File: config.mk
export PLATFORM = sky130hd
export DESIGN_NAME = node_port
export DESIGN_NICKNAME = d
export VERILOG_FILES = /design/src/rtl/node_port.sv
export SDC_FILE = /design/constraint.sdc
export NUM_CORES = 1
export LEC_CHECK = 0
export BUFFER_PORTS_ARGS = -buffer_cell sky130_fd_sc_hd__buf_4
export CORE_ASPECT_RATIO = 2
export CORE_MARGIN = 10
export CORE_UTILIZATION = 55
export DETAILED_ROUTE_END_ITERATION = 10
export GPL_ROUTABILITY_DRIVEN = 0
export PLACE_DENSITY = 0.77
export SKIP_LAST_GASP = 1
export SYNTH_ARGS = -nofsm -noshare
export SYNTH_HDL_FRONTEND = slang
export SYNTH_SLANG_ARGS = --single-unit
File: constraint.sdc
create_clock -name Clk_R -period 3.49 [get_ports Clk_R]
set_input_delay 0.1745 -clock Clk_R [delete_from_list [all_inputs] [get_ports Clk_R]]
set_output_delay 0.1745 -clock Clk_R [all_outputs]
set_load 0.03 [all_outputs]
File: src/rtl/node_port.sv
// node_port: processor-side endpoint of the router_core node interface.
// Outgoing requests are queued in a TX FIFO and presented to router_core one
// at a time with a valid/level-ack handshake. Incoming deliveries are detected
// on the rising edge of Packet_To_Node_Valid and queued in an RX FIFO.
module node_port #(
  parameter logic [3:0] NODE_ADDR   = 4'd0,
  parameter int         TX_DEPTH    = 4,   // power of 2, >= 2
  parameter int         RX_DEPTH    = 2,   // power of 2, >= 2
  parameter int         ACK_TIMEOUT = 255
) (
  input  logic        Clk_R,
  input  logic        Rst,
  input  logic        Tx_Req_Valid,
  output logic        Tx_Req_Ready,
  input  logic [3:0]  Tx_Req_Dest,
  input  logic        Tx_Req_Type,
  input  logic [23:0] Tx_Req_Data,
  output logic        Tx_Req_Err,
  output logic [28:0] Packet_From_Node,
  output logic        Packet_From_Node_Valid,
  input  logic        Core_Load_Ack,
  input  logic [23:0] Packet_To_Node,
  input  logic        Packet_To_Node_Valid,
  output logic [23:0] Rx_Data,
  output logic        Rx_Valid,
  input  logic        Rx_Ready,
  output logic [7:0]  Rx_Drop_Cnt,
  output logic        Tx_Timeout,
  output logic [2:0]  Tx_Pending
);

  localparam int TAW = $clog2(TX_DEPTH);
  localparam int TCW = TAW + 1;
  localparam int RAW = $clog2(RX_DEPTH);
  localparam int RCW = RAW + 1;
  localparam int TOW = $clog2(ACK_TIMEOUT + 1);

  localparam logic [TCW-1:0] TX_FULL_CNT = TCW'(TX_DEPTH);
  localparam logic [RCW-1:0] RX_FULL_CNT = RCW'(RX_DEPTH);
  localparam logic [TOW-1:0] TO_MAX      = TOW'(ACK_TIMEOUT);
  localparam logic [TOW-1:0] TO_LAST     = TOW'(ACK_TIMEOUT - 1);

  typedef enum logic [1:0] {
    S_IDLE         = 2'd0,
    S_PRESENT      = 2'd1,
    S_WAIT_ACK_LOW = 2'd2
  } tx_state_e;

  // ---------------- TX FIFO ----------------
  logic [28:0]    tx_mem [TX_DEPTH];
  logic [TAW-1:0] tx_wr_ptr, tx_rd_ptr;
  logic [TCW-1:0] tx_count;
  logic           tx_push, tx_pop, tx_load, tx_self;
  tx_state_e      state, next_state;
  logic [TOW-1:0] to_cnt;

  // Ready depends only on registered occupancy, so a pop never frees a slot
  // for a push in the same cycle.
  assign Tx_Req_Ready = (tx_count != TX_FULL_CNT);
  assign tx_self      = Tx_Req_Valid && Tx_Req_Ready && (Tx_Req_Dest == NODE_ADDR);
  assign tx_push      = Tx_Req_Valid && Tx_Req_Ready && (Tx_Req_Dest != NODE_ADDR);
  assign Tx_Pending   = 3'(tx_count);

  // TX pointers, occupancy and the self-address error pulse.
  // NOTE: sequential state uses non-blocking assignments so every register samples pre-edge values.
  always_ff @(posedge Clk_R) begin
    if (Rst) begin
      tx_wr_ptr  <= '0;
      tx_rd_ptr  <= '0;
      tx_count   <= '0;
      Tx_Req_Err <= 1'b0;
    end else begin
      Tx_Req_Err <= tx_self;
      if (tx_push) tx_wr_ptr <= tx_wr_ptr + TAW'(1);
      if (tx_pop)  tx_rd_ptr <= tx_rd_ptr + TAW'(1);
      if (tx_push && !tx_pop)      tx_count <= tx_count + TCW'(1);
      else if (!tx_push && tx_pop) tx_count <= tx_count - TCW'(1);
    end
  end

  // TX storage write.
  // NOTE: FIFO storage is not reset; pointers and count alone decide which entries are valid.
  always_ff @(posedge Clk_R) begin
    if (tx_push) tx_mem[tx_wr_ptr] <= {Tx_Req_Dest, Tx_Req_Type, Tx_Req_Data};
  end

  // TX handshake state register.
  always_ff @(posedge Clk_R) begin
    if (Rst) state <= S_IDLE;
    else     state <= next_state;
  end

  // TX next-state logic: load in IDLE, pop on ack in PRESENT, wait for ack low.
  // NOTE: every always_comb output gets a default first so no latch is inferred.
  always_comb begin
    next_state = state;
    tx_load    = 1'b0;
    tx_pop     = 1'b0;
    case (state)
      S_IDLE: begin
        if ((tx_count != '0) && !Core_Load_Ack) begin
          tx_load    = 1'b1;
          next_state = S_PRESENT;
        end
      end
      S_PRESENT: begin
        if (Core_Load_Ack) begin
          tx_pop     = 1'b1;
          next_state = S_WAIT_ACK_LOW;
        end
      end
      S_WAIT_ACK_LOW: begin
        if (!Core_Load_Ack) next_state = S_IDLE;
      end
      default: next_state = S_IDLE;
    endcase
  end

  assign Packet_From_Node_Valid = (state == S_PRESENT);

  // Presented packet register and sticky ack-timeout tracking.
  always_ff @(posedge Clk_R) begin
    if (Rst) begin
      Packet_From_Node <= '0;
      to_cnt           <= '0;
      Tx_Timeout       <= 1'b0;
    end else begin
      if (tx_load) Packet_From_Node <= tx_mem[tx_rd_ptr];
      if ((state == S_PRESENT) && !Core_Load_Ack) begin
        if (to_cnt != TO_MAX)  to_cnt <= to_cnt + TOW'(1);
        if (to_cnt == TO_LAST) Tx_Timeout <= 1'b1;
      end else begin
        to_cnt <= '0;
      end
    end
  end

  // ---------------- RX FIFO ----------------
  logic [23:0]    rx_mem [RX_DEPTH];
  logic [RAW-1:0] rx_wr_ptr, rx_rd_ptr;
  logic [RCW-1:0] rx_count;
  logic           rx_prev, rx_deliver, rx_full, rx_push, rx_pop, rx_drop;

  assign rx_deliver = Packet_To_Node_Valid && !rx_prev;
  assign rx_full    = (rx_count == RX_FULL_CNT);
  assign Rx_Valid   = (rx_count != '0);
  assign rx_pop     = Rx_Valid && Rx_Ready;
  assign rx_push    = rx_deliver && (!rx_full || rx_pop);
  assign rx_drop    = rx_deliver && rx_full && !rx_pop;
  assign Rx_Data    = Rx_Valid ? rx_mem[rx_rd_ptr] : '0;

  // RX edge detect, pointers, occupancy and saturating drop counter.
  always_ff @(posedge Clk_R) begin
    if (Rst) begin
      rx_prev     <= 1'b0;
      rx_wr_ptr   <= '0;
      rx_rd_ptr   <= '0;
      rx_count    <= '0;
      Rx_Drop_Cnt <= '0;
    end else begin
      rx_prev <= Packet_To_Node_Valid;
      if (rx_push) rx_wr_ptr <= rx_wr_ptr + RAW'(1);
      if (rx_pop)  rx_rd_ptr <= rx_rd_ptr + RAW'(1);
      if (rx_push && !rx_pop)      rx_count <= rx_count + RCW'(1);
      else if (!rx_push && rx_pop) rx_count <= rx_count - RCW'(1);
      if (rx_drop && (Rx_Drop_Cnt != 8'hFF)) Rx_Drop_Cnt <= Rx_Drop_Cnt + 8'd1;
    end
  end

  // RX storage write.
  always_ff @(posedge Clk_R) begin
    if (rx_push) rx_mem[rx_wr_ptr] <= Packet_To_Node;
  end

endmodule

==> flow_metrics.tcl <==
set metrics [dict create \
    cp_num_buf_inv 3 \
    dieWidth_um 108 \
    fin_area_sq_um 10900 \
    synthTopCellsByCount "164 x edfxtp_1, 66 x nand2_1, 62 x dfxtp_1" \
    critPathMaxFanout 7 \
    cts_tree "done" \
    cpPeakStageDelay_ps 560 \
    drc 0 \
    wl_mm 18.6 \
    critPathRequiredTime_ps 3910 \
    cts_setup_buffers 0 \
    report.power.total_mw 7.70 \
    ioPinCount 128 \
    worst_slew_pin_slew_ps 1150 \
    post_drt_wl_per_cell_um 19.5 \
    power.density_nw_per_um2 708 \
    hold_buffers 56 \
    finalCritPeriodShare 0.682 \
    grt_first_pass_wirelength_mm 29.3 \
    via_count 5161 \
    worst_ir_drop_vdd_v 0.000610 \
    grt_pass1_vias 5479 \
    ys_dominant_reg_cell "edfxtp_1" \
    clock_power_share 0.266 \
    seq_area_frac_synth 0.723 \
    netlist_instances 555 \
    antenna_found_initial 0 \
    dpl_cell_area_sq_um 9720 \
    finalSetupViolCount 0 \
    synth_seq_cells 226 \
    num_antenna_cells 0 \
    htree_num_levels 1 \
    synth_most_common_cell "edfxtp_1" \
    drt_iter0_markers 189 \
    synth_edf_count 164 \
    clock_latency_ps 490 \
    rows 64 \
    routed_via_density 5.41 \
    hold_ws_ps 86.4 \
    synth_async_sr_flop_share 0 \
    seqPwrFrac 0.450 \
    syn_nets 624 \
    fin_skew_ps 15.0 \
    die_h_um 196 \
    initial_core_util 0.558 \
    grt_max_degree 55 \
    root_buffer "clkbuf_16" \
    path_cells "dlygate4sd3_1 > buf_4 > or4_1 > and3_1 > ha_1 > inv_1 > fa_1 > xor2_1 > or3_1 > a21oi_1" \
    grt_usage 0.174 \
    nets 813 \
    synth_area_leader_cell "edfxtp_1" \
    maxSlewViolCount 0 \
    endpoint_kind "flip-flop" \
    relSlewSlack 0.236 \
    avgSynthCellArea_sq_um 15.4 \
    max-cap-violations 0 \
    power.leakage_nw 3.93 \
    p_int_mw 5.27 \
    critPathSlowestCell "or4_1" \
    portBuffers 127 \
    die_area_sq_um 21200 \
    ant_nets 0 \
    status "complete, no violations" \
    post-route-min-period_ps 2380 \
    fill_cells 945 \
    worstPathArrival_ps 2800 \
    start_kind "input port" \
    area_growth_pct 27.5 \
    cts_resized 0 \
    p_switching_mw 2.43 \
    fmax_mhz 420 \
    critPathKind "in2reg" \
    core_area_sq_um 15300 \
    fin_tns_setup_ps 0 \
    seqCellArea_sq_um 6170 \
    clk_pin_slew_ps 70 \
    gr-total-overflow 0 \
    crit_family "simple AND/OR/NAND/NOR gates" \
    synth_cell_types 38 \
    hp-class "in2reg" \
    rsz0062_at_grt "false" \
    netlist_area_sq_um 8530 \
    multi_input_area_sq_um 2240 \
    synth_top_cell_area_share 0.577 \
    yosysWarnings 0 \
    dpl.hpwl_mm 12.2 \
    hold_viol_final 0 \
    power.share.combinational 0.284 \
    final_layout_size_suffix_gt1_frac 0.270 \
    first_pass_iters 4 \
    cts_made_buffers 19 \
    clock_sinks 226 \
    clk_path_buf_depth 3 \
    ys_top_cells_by_area "edfxtp_1 58%, dfxtp_1 15%, mux4_2 7.7%" \
    p_sw_frac 0.316 \
]
[final timing paths]
check / to / cells past startpoint / from / slack [ps]
max: Tx_Pending[2] / 10 / Tx_Req_Dest[0] / 1110
min: Rx_Drop_Cnt[3] / 4 / Rx_Ready / 90
max reg2reg: Tx_Pending[2] / 8 / Tx_Pending[0] / 1190
min reg2reg: Packet_From_Node[2] / 2 / Packet_From_Node[2] / 460
[power groups by stage]
stage	Clock (mW)	Combinational, mW	Sequential, mW
global placement	0	2.10	3.49
detailed placement	0	2.14	3.53
floorplan	0	1.20	3.65
CTS	2.09	2.20	3.47
finish	2.05	2.19	3.47
global route	2.19	2.35	3.50
[placed cells by master (no fill, tap or decap), types with 5 or more instances in the layout]
master / count
nand2_1: 66
nor2_1: 46
xor2_1: 11
dfxtp_1: 61
a21oi_1: 38
clkbuf_16: 19
edfxtp_1: 164
ha_1: 9
or3_1: 5
nor3_1: 6
inv_1: 8
buf_4: 138
mux2i_1: 28
dlygate4sd3_1: 56
and2_1: 6
mux4_2: 29
nand3_1: 7
o21ai_0: 8
[per-layer routing]
metal	GRT usage	part of all wire
met5	0	0
met4	0.0677	0.028
met3	0.0361	0.068
met2	0.318	0.55
met1	0.188	0.35
[through the flow]
stage | utilization | worst slack, ps | instances
finish | 0.711 | 1110 | 954
floorplan | - | 1020 | 555
CTS | 0.711 | 1140 | 954
global placement | 0.635 | 1310 | 865
detailed placement | 0.635 | 1190 | 865
global route | 0.711 | 1040 | 954
[final cells by class]
| cell class | instances | share of cell area |
|---|---|---|
| well taps | 198 | 0.0228 |
| clock inverters | 11 | 0.00955 |
| inverters | 8 | 0.00276 |
| clock buffers | 22 | 0.0457 |
| flip-flops and latches | 226 | 0.567 |
| multi-input cells | 295 | 0.206 |
| repair buffers | 194 | 0.147 |
[worst register-to-register path, stage by stage (launching register included)]
cell and delay (ps):
dfxtp_1 440, or3b_2 190, and3_1 290, ha_1 240, inv_1 60, fa_1 370, xor2_1 170, or3_1 320
a21oi_1 140
[kinds of logic (layout without fill, tap and decap cells)]
kind of cell    count (synthesis)  after routing  share of synthesized area
buf+inv                        34            235                     0.0161
compound gates                 55             55                     0.0364
mux                            57             57                      0.109
xor+xnor                       14             14                     0.0144
fa+ha+maj                      10             10                     0.0155
flops                         226            226                      0.723
simple gates                  159            159                     0.0854
[sequential cells by signal, summed over array words and instances, names as in the netlist, 2 cells and up, named ones only]
signal,count
rx_mem,48
tx_wr_ptr,2
Rx_Drop_Cnt,8
state,2
to_cnt,8
rx_count,2
tx_mem,116
tx_rd_ptr,2
Tx_Pending,3
Packet_From_Node,29
Power figures use the tool's default switching activity.
